$ cat src/rtl/fetch_sequencer_pkg.sv
// Shared ALU/sequencer definitions: opcodes, flag encodings, instruction field
// offsets and the sequencer state encoding.
package definitions;

  typedef enum logic [4:0] {
    kADD = 5'd0,  kADI = 5'd1,  kSUB = 5'd2,  kSBI = 5'd3,
    kAND = 5'd4,  kOR  = 5'd5,  kXOR = 5'd6,  kNOT = 5'd7,
    kSHL = 5'd8,  kSHR = 5'd9,  kLD  = 5'd10, kST  = 5'd11,
    kBEQ = 5'd12, kBNE = 5'd13, kJUM = 5'd14
  } opcode_e;

  localparam logic [1:0] kZER = 2'b00;
  localparam logic [1:0] kONE = 2'b01;
  localparam logic [1:0] kSEV = 2'b10;
  localparam logic [1:0] kONS = 2'b11;

  localparam logic [4:0] kHLT = 5'b11111;

  // IR layout: [8:4] opcode, [3:2] flag/reg2, [1:0] reg1
  localparam int unsigned OP_MSB  = 8;
  localparam int unsigned OP_LSB  = 4;
  localparam int unsigned FR2_MSB = 3;
  localparam int unsigned FR2_LSB = 2;
  localparam int unsigned R1_MSB  = 1;
  localparam int unsigned R1_LSB  = 0;

  typedef enum logic [2:0] {
    IDLE  = 3'd0,
    FETCH = 3'd1,
    WAIT  = 3'd2,
    EXEC  = 3'd3,
    HALT  = 3'd4
  } seq_state_e;

endpackage

$ cat src/rtl/fetch_sequencer.sv
// Fetch/issue sequencer: FETCH -> WAIT -> EXEC per instruction, PC committed
// from the ALU's PCOUT, stops on the halt opcode.
module fetch_sequencer
  import definitions::*;
#(
  parameter logic [4:0]  HALT_OP = kHLT,
  parameter int unsigned CNT_W   = 16
) (
  input  logic             CLK,
  input  logic             RST_N,
  input  logic             START,
  input  logic [8:0]       START_PC,
  output logic [8:0]       IMEM_ADDR,
  input  logic [8:0]       IMEM_DATA,
  output logic [8:0]       PC,
  output logic [4:0]       OPCODE,
  output logic [1:0]       FLAG_REG2,
  output logic [1:0]       REG1,
  output logic             INST_VALID,
  input  logic [8:0]       PCOUT,
  output logic             DONE,
  output logic [CNT_W-1:0] INST_COUNT
);

  seq_state_e       state_q;
  logic [8:0]       pc_q, ir_q, imem_addr_q;
  logic [CNT_W-1:0] cnt_q, cnt_d;
  logic             valid_q, done_q;

  // Retired count sticks at all-ones instead of wrapping
  assign cnt_d = (&cnt_q) ? cnt_q : cnt_q + 1'b1;

  always_ff @(posedge CLK or negedge RST_N) begin
    if (!RST_N) begin
      state_q     <= IDLE;
      pc_q        <= '0;
      ir_q        <= '0;
      imem_addr_q <= '0;
      cnt_q       <= '0;
      valid_q     <= 1'b0;
      done_q      <= 1'b0;
    end else begin
      case (state_q)
        IDLE, HALT: begin
          if (START) begin
            pc_q        <= START_PC;
            imem_addr_q <= START_PC;
            cnt_q       <= '0;
            done_q      <= 1'b0;
            state_q     <= FETCH;
          end
        end
        FETCH: state_q <= WAIT;
        WAIT: begin
          if (IMEM_DATA[OP_MSB:OP_LSB] == HALT_OP) begin
            done_q  <= 1'b1;
            state_q <= HALT;
          end else begin
            ir_q    <= IMEM_DATA;
            valid_q <= 1'b1;
            state_q <= EXEC;
          end
        end
        EXEC: begin
          // Address register is loaded together with PC so FETCH presents it
          pc_q        <= PCOUT;
          imem_addr_q <= PCOUT;
          cnt_q       <= cnt_d;
          valid_q     <= 1'b0;
          state_q     <= FETCH;
        end
        default: state_q <= IDLE;
      endcase
    end
  end

  assign IMEM_ADDR  = imem_addr_q;
  assign PC         = pc_q;
  assign OPCODE     = ir_q[OP_MSB:OP_LSB];
  assign FLAG_REG2  = ir_q[FR2_MSB:FR2_LSB];
  assign REG1       = ir_q[R1_MSB:R1_LSB];
  assign INST_VALID = valid_q;
  assign DONE       = done_q;
  assign INST_COUNT = cnt_q;

endmodule

$ cat config.mk
export PLATFORM = sky130hd
export DESIGN_NAME = fetch_sequencer
export DESIGN_NICKNAME = d
export VERILOG_FILES = /design/src/rtl/fetch_sequencer_pkg.sv /design/src/rtl/fetch_sequencer.sv
export SDC_FILE = /design/constraint.sdc
export NUM_CORES = 1
export LEC_CHECK = 0
export ABC_CLOCK_PERIOD_IN_PS = 3000
export CAP_MARGIN = 20
export CORE_MARGIN = 5
export CORE_UTILIZATION = 50
export CTS_BUF_LIST = sky130_fd_sc_hd__clkbuf_4
export DETAILED_ROUTE_END_ITERATION = 8
export GPL_TIMING_DRIVEN = 0
export PLACE_DENSITY = 0.88
export SLEW_MARGIN = 10
export SYNTH_ARGS = -nofsm -noshare
export SYNTH_HDL_FRONTEND = slang
export SYNTH_SLANG_ARGS = --single-unit
$ cat constraint.sdc
create_clock -name CLK -period 3 [get_ports CLK]
set_clock_uncertainty 0.15 [all_clocks]
set_input_delay 0.6 -clock CLK [delete_from_list [all_inputs] [get_ports CLK]]
set_output_delay 0.6 -clock CLK [all_outputs]
set_load 0.03 [all_outputs]
==> metrics, run 1 <==
status finished, final reports clean; WHS 0.330 ns; CTS tree done; Post-Synth Simple-Gate Area 17.9%; synthesized area 2050 um2; r2r worst-path depth 4; Largest stage delay, worst path 0.74 ns; Pre-antenna DRT Iters 4; syn nets 233; worst setup path end INST_COUNT[11]; register bit count reported by yosys 39; min cycle time layout 2.31 ns; largest family of logic cells by synthesized area simple AND/OR/NAND/NOR gates; GRT overflow 0; initial antenna violation count 0; vias in the first global route 1840; max frequency 0.433 GHz; Crit path max-delay family buffers and inverters; Crit Path Max Fanout 6; core box area 4000 um2; R2R Setup Slk 1.11 ns; Synth Area in Compound Gates 15.4%; critical path launch point type register; num rows 23; CTS Buffer Depth 2; Unique masters post-synth 43; post-CTS sizing 0; max-slew violations 0; DR iter-0 viols 147; Final Util 73.5%; share of cells above drive strength 1 14.3%; DIE HEIGHT 74.1 um; XOR/XNOR Fraction of Synth Area 0%; routed vias 1835; Antenna Nets Post-Route 0; RePlAce Congestion 0.886; Syn. warnings 0; Crit Path Category reg -> out; TNS Setup 0 ns; Leak 1.23 nW; pwr/cell area 1090 nW/um2; Final period util 76.9%; die area 5490 um2; worst skew pair latency 0.36 ns; first-pass GRT wire length 8600 um; Area Overhead vs Synth 43.1%; top cells by count, synth dfrtp_1, nand2_1, buf_4, mux2i_1; htree depth 2; most common cell in the synthesized netlist dfrtp_1; CP Capture Type output port; worst r2r dst ir_q[3]$_DFFE_PN0P_; worst hold stages 1; worst relative slew slack 67.7%; sequential share of the synthesized area 47.5%; beginning of the critical path INST_COUNT[11]$_DFFE_PN0P_; max-cap viol count 0; Critical Path RT 2.25 ns; Total Routing Usage GR 20.2%; Slew @ Worst Pin 0.484 ns; Via density 5.46; WP data arrival 1.56 ns; area fraction of the dominant cell type after synthesis 47.5%; critical path, cell by cell clkdlybuf4s50_1; final number of setup-violating endpoints 0; Hold Crit Class reg -> reg; Synth Instances 202; placed wire-length estimate 3900 um; Worst VDD drop 0.615 mV; largest area contributor in the netlist dfrtp_1; Avg Inst Size Synth 10.2 um2; top_reg_cell synth dfrtp_1; RSZ-0062 raised after global routing no; Bufs and invs on worst path 1; port bufs 74; worst r2r src state_q[2]$_DFFE_PN0P_; largest net degree at the start of global routing 30; Post-Synth Adder-Cell Area 0.609%; EDFF count, synth 0; Post-CTS Hold Fix Bufs 1; slowest cell on the critical path clkdlybuf4s50_1; Die W 74.1 um; CTS clk-pin slew, worst paths 0.13 ns; Levels on crit path 1; TritonCTS Buffers 5; # DRC 0; synth top area cells dfrtp_1, mux2i_1, buf_4, nand2_1, mux2_2; CTS root buf clkbuf_4; n_diodes 0; post-synthesis mux area share 9.14%; clock sinks 39; I/O Pins 75; routed wire length 5130 um; Avg WL per Cell 15.3 um; Final #Nets 316; Starting Density 51.3%; count of final hold-check violations 0; Setup Fix Bufs, Post-CTS 0; Synth async-reset ratio 100%
final cells by class:
type | count | area (um2)
fill | 301 | 1060
sequential | 39 | 976
multi-input combinational | 131 | 885
timing repair buffer | 76 | 766
buffer | 21 | 151
tap | 50 | 62.6
clock buffer | 6 | 45.0
inverter | 11 | 41.3
clock inverter | 2 | 12.5
cell families (layout without fill, tap and decap cells):
group,count (synthesis),after routing
adder cells (fa/ha/maj),1,1
AND/OR/NAND/NOR,66,66
flip-flops,39,39
AO/OA/AOI/OAI,46,46
buffers and inverters,32,116
multiplexers,18,18
layout by cell type, fill, tap and decap left out, drive strengths merged, types with 2 or more instances in the layout:
master	count
a21oi	7
a22oi	4
a31oi	3
and3	5
and4	3
buf	21
clkbuf	8
clkdlybuf4s50	73
dfrtp	39
inv	11
mux2	6
mux2i	12
nand2	20
nand2b	2
nand3	11
nand3b	2
nand4	6
nor2	6
nor3	2
o211ai	7
o21ai	14
o22a	3
or3	4
how the worst min path moves through the flow:
stage / start / endpoint
3_5_place_dp: state_q[2]$_DFFE_PN0P_ / state_q[1]$_DFFE_PN0P_
4_1_cts: state_q[2]$_DFFE_PN0P_ / state_q[1]$_DFFE_PN0P_
6_report: state_q[2]$_DFFE_PN0P_ / state_q[1]$_DFFE_PN0P_
5_1_grt: ir_q[5]$_DFFE_PN0P_ / ir_q[5]$_DFFE_PN0P_
2_1_floorplan: RST_N / DONE$_DFFE_PN0P_
3_3_place_gp: DONE$_DFFE_PN0P_ / DONE$_DFFE_PN0P_
through the flow:
step                      cell area, um2  std cells  power (mW)  worst slack, ns
after global routing                2940        336        3.41            0.608
after global placement              2860        326        2.89            0.227
after CTS                           2940        336        3.22            0.687
final                               2940        336        3.20            0.692
after detailed placement            2870        327        2.94            0.491
after floorplan                     2050        202        2.18             1.10
metal layers:
metal  up-vias  GRT usage, %  wire length [um]  part of all wire (%)
met4         0          5.23                51                  0.99
met2        81          32.4              2430                    47
met3         8          8.24               551                    11
met1       855          25.5              2100                    41
met5         -             0                 0                     0
li1        891             -                 -                     -
where the power goes:
| group | switching, mW | internal [mW] |
|---|---|---|
| Sequential | 0.203 | 0.746 |
| Clock | 0.182 | 0.0996 |
| Combinational | 1.09 | 0.883 |
flip-flops by register name (all words and copies together) (netlist names):
name and cells:
INST_COUNT 16, INST_VALID 1, state_q 3, IMEM_ADDR 9, DONE 1, ir_q 9
Power figures use the tool's default switching activity.
==> run 2: changes to the inputs <==
--- a/config.mk
+++ b/config.mk
@@ -5,14 +5,14 @@
 export SDC_FILE = /design/constraint.sdc
 export NUM_CORES = 1
 export LEC_CHECK = 0
-export ABC_CLOCK_PERIOD_IN_PS = 3000
+export ABC_CLOCK_PERIOD_IN_PS = 2050
 export CAP_MARGIN = 20
 export CORE_MARGIN = 5
-export CORE_UTILIZATION = 50
+export CORE_UTILIZATION = 42
 export CTS_BUF_LIST = sky130_fd_sc_hd__clkbuf_4
 export DETAILED_ROUTE_END_ITERATION = 8
 export GPL_TIMING_DRIVEN = 0
-export PLACE_DENSITY = 0.88
+export PLACE_DENSITY = 0.79
 export SLEW_MARGIN = 10
 export SYNTH_ARGS = -nofsm -noshare
 export SYNTH_HDL_FRONTEND = slang
==> constraint.sdc (replaced) <==
create_clock -name CLK -period 2.05 [get_ports CLK]
set_clock_uncertainty 0.15 [all_clocks]
set_input_delay 0.41 -clock CLK [delete_from_list [all_inputs] [get_ports CLK]]
set_output_delay 0.41 -clock CLK [all_outputs]
set_load 0.03 [all_outputs]
==> run 2 against run 1 <==
Against the previous run:
- sequential cell count stayed put
- non-clock buffer count decreased by 1
- design area increased by 0.21%
- hold slack better by 0.016 ns
- combinational power up 40%
- clock power up 47%
- highest routed layer unchanged
- clock-buffer cell count increased by 1
- worst setup slack lost 0.63 ns
==> metrics, run 2 (synthesis gave the netlist of run 1 again) <==
status finished, final reports clean; register area 976 um2; pwr/cell area 1550 nW/um2; routed vias 1837; Antenna Nets Post-Route 0; Avg WL per Cell 14.5 um; first-pass GRT wire length 8500 um; CTS Buffer Depth 2; dpl cells 344; TNS Setup 0 ns; Crit Path Max Fanout 3; DIE HEIGHT 79.9 um; # DRC 0; CTS clk-pin slew, worst paths 0.11 ns; Crit path max-delay family buffers and inverters; worst hold stages 1; Worst VDD drop 0.757 mV; commonest non-fill, non-tap cell in the layout clkdlybuf4s50_1; RePlAce Congestion 0.794; share of cells above drive strength 1 14.4%; Setup Fix Bufs, Post-CTS 0; initial antenna violation count 0; final number of setup-violating endpoints 0; Final Util 62.4%; Total Routing Usage GR 16.7%; die area 6390 um2; Slew @ Worst Pin 0.465 ns; worst skew pair latency 0.35 ns; worst relative slew slack 69.0%; max-cap viol count 0; largest net degree at the start of global routing 22; Crit Path Category reg -> out; RSZ-0062 raised after global routing no; TritonCTS Buffers 5; clock sinks 39; Via density 5.22; Die W 79.9 um; critical path, cell by cell clkdlybuf4s50_1; Hold Crit Class reg -> reg; max reg flops 16; Final period util 96.9%; Critical Path RT 1.49 ns; count of final hold-check violations 0; most frequent cells in the layout clkdlybuf4s50_1, dfrtp_1, dlygate4sd2_1; critical path launch point type register; routed wire length 5110 um; vias in the first global route 1848; port bufs 74; DR iter-0 viols 95; core box area 4720 um2; r2r worst-path depth 6; Leak 1.36 nW; num rows 25; Final #Nets 315; Largest stage delay, worst path 0.68 ns; Finished Layout Cells 352; max-slew violations 0; I/O Pins 75; Starting Density 43.5%; multi-input combinational cell area 885 um2; n_diodes 0; Pre-antenna DRT Iters 4; max frequency 0.503 GHz; Levels on crit path 1; GRT overflow 0; Area Overhead vs Synth 43.4%; min cycle time layout 1.99 ns; htree depth 2; CP Capture Type output port; placed wire-length estimate 3800 um; WP data arrival 1.43 ns; Bufs and invs on worst path 1; fillcell total 411; CTS root buf clkbuf_4; slowest cell on the critical path clkdlybuf4s50_1; CTS tree done
[run 2: changes by cell type in the layout (fill, tap and decap cells not counted)]
cell             change
clkbuf_4             +1
clkdlybuf4s50_1     -24
dlygate4sd2_1       +21
clkbuf_1             -1
buf_12               -1
clkinvlp_4           -1
dlymetal6s2s_1       +3
buf_16               +1
[run 2: stage by stage]
step | cell area, um2 | hold slack [ns] | setup slack, ns | total power, mW
after floorplan | 2050 | -0.0356 | 0.185 | 3.18
after global placement | 2880 | 0.317 | -0.544 | 4.24
after detailed placement | 2900 | 0.242 | -0.235 | 4.31
after CTS | 2940 | 0.345 | 0.00620 | 4.61
after global routing | 2950 | 0.362 | 0.00894 | 4.87
final | 2950 | 0.347 | 0.0630 | 4.56
[run 2: cell type report]
cell class / instances / area share [%]
timing repair buffer: 76 / 25.6
inverter: 11 / 1.40
buffer: 20 / 5.01
multi-input combinational: 131 / 30.0
sequential: 39 / 33.1
clock inverter: 1 / 0.170
clock buffer: 7 / 1.78
tap: 67 / 2.85
[run 2: power breakdown]
group | total, mW | internal [mW] | switching [mW] | leakage, nW
Combinational | 2.76 | 1.18 | 1.58 | 0.831
Sequential | 1.38 | 1.09 | 0.293 | 0.496
Clock | 0.414 | 0.160 | 0.253 | 0.0361
Total | 4.56 | 2.43 | 2.13 | 1.36
[run 2: what timing repair did]
action,in CTS,in global routing
hold endpoints to repair,18,0
gates resized for setup,21,3
hold buffers,1,0
setup endpoints to repair,21,5
[run 2: final timing paths]
path                                           start                    endpoint  slack, ns
hold reg to reg               state_q[2]$_DFFE_PN0P_      state_q[1]$_DFFE_PN0P_       0.35
hold / removal                state_q[2]$_DFFE_PN0P_      state_q[1]$_DFFE_PN0P_       0.35
max in group asynchronous                      RST_N   INST_COUNT[0]$_DFFE_PN0P_       0.91
min in group asynchronous                      RST_N         ir_q[8]$_DFFE_PN0P_       0.38
setup / recovery            IMEM_ADDR[2]$_DFFE_PN0P_                IMEM_ADDR[2]       0.06
setup reg to reg           INST_COUNT[0]$_DFFE_PN0P_  INST_COUNT[13]$_DFFE_PN0P_       0.15
[run 2: layer usage]
layer / routed length (um) / share of wire (%) / GRT usage, % / vias up
met5: 0 / 0 / 0 / -
met1: 2170 / 42 / 20.3 / 865
met2: 2370 / 46 / 27.6 / 79
li1: - / - / - / 887
met3: 545 / 11 / 7.22 / 6
met4: 30 / 0.59 / 3.55 / 0
